$ cat config.mk
export PLATFORM = sky130hd
export DESIGN_NAME = instr_encoder
export DESIGN_NICKNAME = d
export VERILOG_FILES = /design/src/rtl/instr_encoder.sv
export SDC_FILE = /design/constraint.sdc
export NUM_CORES = 1
export LEC_CHECK = 0
export CAP_MARGIN = 20
export CORE_MARGIN = 2
export CORE_UTILIZATION = 47
export DETAILED_ROUTE_END_ITERATION = 12
export HOLD_SLACK_MARGIN = 0.03
export PLACE_DENSITY = 0.87
export SETUP_SLACK_MARGIN = 0.3
export SYNTH_ARGS = -nofsm -noshare
export SYNTH_HDL_FRONTEND = slang
export SYNTH_SLANG_ARGS = --single-unit
$ cat constraint.sdc
create_clock -name clk -period 3.8 [get_ports clk]
set_input_delay 0.95 -clock clk [delete_from_list [all_inputs] [get_ports clk]]
set_output_delay 0.95 -clock clk [all_outputs]
set_load 0.03 [all_outputs]
$ cat src/rtl/instr_encoder.sv
// RV32I instruction assembler: packs decoded fields and a byte immediate into an
// instruction word, validates the immediate, and streams legal words into IMEM.
module instr_encoder #(
    parameter int ADDR_WIDTH = 10
) (
    input  logic                  clk,
    input  logic                  rst,
    input  logic                  clear,
    input  logic                  in_valid,
    output logic                  in_ready,
    input  logic [6:0]            in_opcode,
    input  logic [4:0]            in_rd,
    input  logic [4:0]            in_rs1,
    input  logic [4:0]            in_rs2,
    input  logic [2:0]            in_funct3,
    input  logic [6:0]            in_funct7,
    input  logic [31:0]           in_imm,
    output logic                  imem_we,
    input  logic                  imem_ready,
    output logic [ADDR_WIDTH-1:0] imem_addr,
    output logic [31:0]           imem_wdata,
    output logic [ADDR_WIDTH:0]   count,
    output logic                  full,
    output logic                  err_valid,
    output logic [1:0]            err_code
);

    localparam logic [6:0] OP_LOAD   = 7'b0000011;
    localparam logic [6:0] OP_IMM    = 7'b0010011;
    localparam logic [6:0] OP_JALR   = 7'b1100111;
    localparam logic [6:0] OP_STORE  = 7'b0100011;
    localparam logic [6:0] OP_BRANCH = 7'b1100011;
    localparam logic [6:0] OP_JAL    = 7'b1101111;
    localparam logic [6:0] OP_LUI    = 7'b0110111;
    localparam logic [6:0] OP_AUIPC  = 7'b0010111;
    localparam logic [6:0] OP_OP     = 7'b0110011;

    localparam logic [1:0] ERR_RANGE = 2'd0;
    localparam logic [1:0] ERR_ALIGN = 2'd1;
    localparam logic [1:0] ERR_ULOW  = 2'd2;
    localparam logic [1:0] ERR_OPC   = 2'd3;

    localparam logic [ADDR_WIDTH:0] FULL_CNT = {1'b1, {ADDR_WIDTH{1'b0}}};

    logic [ADDR_WIDTH-1:0] ptr_q;
    logic [ADDR_WIDTH:0]   cnt_q;
    logic                  we_q;
    logic [31:0]           wdata_q;
    logic                  err_valid_q;
    logic [1:0]            err_code_q;

    logic signed [31:0] simm;
    logic               is_shift;
    logic [31:0]        enc_word;
    logic               enc_bad;
    logic [1:0]         enc_code;
    logic               accept;
    logic               fire;

    assign simm     = $signed(in_imm);
    assign is_shift = (in_opcode == OP_IMM) && (in_funct3[1:0] == 2'b01);

    // Handshake: a bundle transfers on a rising edge where in_valid && in_ready;
    // a write retires on a rising edge where imem_we && imem_ready. Both may
    // happen on the same edge, so back-to-back bundles stream without bubbles.
    assign in_ready = !rst && !clear && !full && (!we_q || imem_ready);
    assign accept   = in_valid && in_ready;
    assign fire     = we_q && imem_ready;

    always_comb begin
        enc_word = '0;
        enc_bad  = 1'b0;
        enc_code = ERR_RANGE;
        case (in_opcode)
            OP_LOAD, OP_IMM, OP_JALR: begin
                if (is_shift) begin
                    enc_word = {in_funct7, in_imm[4:0], in_rs1, in_funct3, in_rd, in_opcode};
                    enc_bad  = (in_imm > 32'd31);
                end else begin
                    enc_word = {in_imm[11:0], in_rs1, in_funct3, in_rd, in_opcode};
                    enc_bad  = (simm < -2048) || (simm > 2047);
                end
            end
            OP_STORE: begin
                enc_word = {in_imm[11:5], in_rs2, in_rs1, in_funct3, in_imm[4:0], in_opcode};
                enc_bad  = (simm < -2048) || (simm > 2047);
            end
            OP_BRANCH: begin
                enc_word = {in_imm[12], in_imm[10:5], in_rs2, in_rs1, in_funct3,
                            in_imm[4:1], in_imm[11], in_opcode};
                if ((simm < -4096) || (simm > 4094)) begin
                    enc_bad = 1'b1;
                end else if (in_imm[0]) begin
                    enc_bad  = 1'b1;
                    enc_code = ERR_ALIGN;
                end
            end
            OP_JAL: begin
                enc_word = {in_imm[20], in_imm[10:1], in_imm[11], in_imm[19:12], in_rd, in_opcode};
                if ((simm < -1048576) || (simm > 1048574)) begin
                    enc_bad = 1'b1;
                end else if (in_imm[0]) begin
                    enc_bad  = 1'b1;
                    enc_code = ERR_ALIGN;
                end
            end
            OP_LUI, OP_AUIPC: begin
                enc_word = {in_imm[31:12], in_rd, in_opcode};
                enc_bad  = (in_imm[11:0] != 12'd0);
                enc_code = ERR_ULOW;
            end
            OP_OP: begin
                enc_word = {in_funct7, in_rs2, in_rs1, in_funct3, in_rd, in_opcode};
            end
            default: begin
                enc_bad  = 1'b1;
                enc_code = ERR_OPC;
            end
        endcase
    end

    always_ff @(posedge clk) begin
        if (rst || clear) begin
            ptr_q       <= '0;
            cnt_q       <= '0;
            we_q        <= 1'b0;
            wdata_q     <= '0;
            err_valid_q <= 1'b0;
            err_code_q  <= 2'd0;
        end else begin
            err_valid_q <= 1'b0;
            if (fire) begin
                ptr_q <= ptr_q + 1'b1;
                cnt_q <= cnt_q + 1'b1;
            end
            // A rejected bundle still retires any write that completes on this edge.
            if (accept) begin
                if (enc_bad) begin
                    we_q        <= 1'b0;
                    err_valid_q <= 1'b1;
                    err_code_q  <= enc_code;
                end else begin
                    we_q    <= 1'b1;
                    wdata_q <= enc_word;
                end
            end else if (fire) begin
                we_q <= 1'b0;
            end
        end
    end

    assign imem_we    = we_q;
    assign imem_addr  = ptr_q;
    assign imem_wdata = wdata_q;
    assign count      = cnt_q;
    assign full       = (cnt_q == FULL_CNT);
    assign err_valid  = err_valid_q;
    assign err_code   = err_code_q;

endmodule

==> run metrics <==
largest net degree at the start of global routing=51; Setup crit start kind=input port; Placer Congestion=0.974; Hold WC Path Type=flop to flop; WL final=9220 µm; synth cell count leaders=nand2_1 (67), dfxtp_1 (57), mux2i_1 (31); First DRT Iteration DRCs=198; Site Rows=29; Initial Util=48.7%; Port Buffers=127; top cells by area, synth=dfxtp_1 (37%), mux2i_1 (10%), nand2_1 (8.1%), a222oi_1 (3.9%), nor2_1 (3.5%); antenna violations before repair=0; RSZ-0062 raised after global routing=false; min Tclk post-route=3.35 ns; layout cells sized above 1=7.40%; pwr dens=286 nW/µm²; DRT Pass-1 Iters=6; vias in the first global route=3211; die area=7290 µm²; Overflow after GRT=0; syn avg cell area=8.48 µm²; IO Pins=128; Die H=85.4 µm; CTS tree=done; final hold vios=0; Top FF cell, synth=dfxtp_1; residual DRC count=0; most frequent cell after synthesis=nand2_1; post_cts resized=0; Period Utilization, post-route=88.2%; Final nets=567; Worst slew margin=54.1%; Die W=85.4 µm; mapped cell area=3110 µm²; dpl cells=561; Layout area overhead=49.4%; area leader, netlist=dfxtp_1; Max FO, Critical Path=23; Slew Limit Fails=0; Mapped Nets=439; antenna viol nets, final=0; Syn Inst Count=367; Achievable Freq=299 MHz; area fraction of the dominant cell type after synthesis=36.7%; leakage=1.76 nW; WP data arrival=3.60 ns; total global routing track utilization=25.5%; vias per inst=5.79; ANT cells=0; Longest Clk Path Bufs=2; FF-to-FF path depth=8; CP bufs+invs=2; number of flops mapped to enable cells by yosys=0; clk_lat worst skew=0.33 ns; worst-path cell chain=clkdlybuf4s50_1 -> nor4_2 -> nand3_1 -> o2111ai_1 -> nand4b_2 -> or4_1 -> buf_12 -> mux2i_1; core area=6390 µm²; hold buffer count at CTS=0; Fin Clk Skew=0.00647 ns; Max VDD drop=0.000222 V; Final Non-Filler Cells=577; worst slew pin tran=0.682 ns; DR vias=3338; WL/cell=16.0 µm; CP required=4.05 ns; Yosys cell types=48; hold_ws=0.461 ns; max-cap violations=0; Clock transition at path regs=0.07 ns; Crit Path Category=input port to flop; CP delay by family, top=simple AND/OR/NAND/NOR gates; Crit. End Element=flop; CTS Buf Count=9; slowest cell on the critical path=or4_1; clock sink count=57; global-route wire length before repair=14900 µm; CTS HTree Levels=3; Post-CTS Setup Repair Bufs=0; Root Buffer=clkbuf_8; Levels on crit path=8; setup_tns=0 ns; status=complete, no violations; setup violators final=0; post-synthesis sequential element count=57; Synth warnings=0; register area share after synthesis=36.7%; hold path depth=2; CP peak stage delay=0.58 ns; Async S/R FF share, synth=0%; hpwl dp=7090 µm
## final cells by class
class | instances | area, µm²
multi-input combinational | 284 | 1840
tap | 77 | 96.3
sequential | 57 | 1140
fill | 488 | 1740
inverter | 6 | 22.5
timing repair buffer | 137 | 1360
clock inverter | 6 | 57.6
clock buffer | 10 | 138
## cells by family (layout without fill, tap and decap cells)
logic type | Yosys count | in the layout | share of synthesized area [%]
DFF | 57 | 57 | 36.7
muxes | 32 | 32 | 10.3
and+or+nand+nor | 175 | 175 | 28.4
xor gates and xnor gates | 18 | 18 | 5.06
AOI/OAI and AO/OA | 56 | 56 | 13.9
buffers and inverters | 26 | 159 | 4.50
adders and majority gates | 3 | 3 | 1.21
## per-layer routing
| metal | routed length [µm] | GRT usage [%] |
|---|---|---|
| met5 | 0 | 0 |
| met4 | 187 | 8.23 |
| met3 | 720 | 6.13 |
| met2 | 4540 | 43.4 |
| met1 | 3780 | 31.8 |
## state kept, by name, indices dropped and copies added (netlist names)
name,cells
imem_wdata,32
count,11
imem_addr,10
err_code,2
err_valid,1
imem_we,1
## final timing paths
kind | startpoint | endpoint | slack [ns]
setup / recovery | in_imm[31] | imem_wdata[17] | 0.45
hold / removal | imem_wdata[26] | imem_wdata[26] | 0.46
setup reg to reg | count[0] | imem_wdata[17] | 1.46
hold reg to reg | imem_wdata[26] | imem_wdata[26] | 0.46
## metrics by stage
stage	power [mW]	setup slack, ns	cell area [µm²]	utilization [%]
4_1_cts	1.34	0.475	4650	72.8
5_1_grt	1.38	0.307	4650	72.8
6_report	1.33	0.450	4650	72.8
3_3_place_gp	0.774	0.209	4460	69.8
3_5_place_dp	0.776	0.177	4460	69.8
2_1_floorplan	0.671	0.782	3110	-
## worst min-delay path, stage by stage (launching register included)
cell	delay, ns
dfxtp_1	0.31
nand2_1	0.05
mux2i_1	0.05
## report_power, final
part	total (mW)	switching [mW]	internal, mW
Clock	0.566	0.250	0.316
Sequential	0.600	0.00114	0.599
Combinational	0.165	0.0751	0.0895
Total	1.33	0.327	1.00
## placed cells by master, fill, tap and decap left out, types with 7 or more instances in the layout
master	synthesis	routed
nand2_1	67	67
and3_1	8	8
nand4_1	15	15
nor3_1	7	7
nand3_1	8	8
nor4_1	7	7
xor2_1	12	12
a21oi_1	11	11
dfxtp_1	57	57
a222oi_1	12	12
nand2b_1	9	9
nor2_1	29	28
buf_4	0	10
mux2i_1	31	31
clkdlybuf4s50_1	0	126
clkbuf_8	0	10
a22oi_1	8	8
No activity file was read; power rests on OpenSTA's default activity.
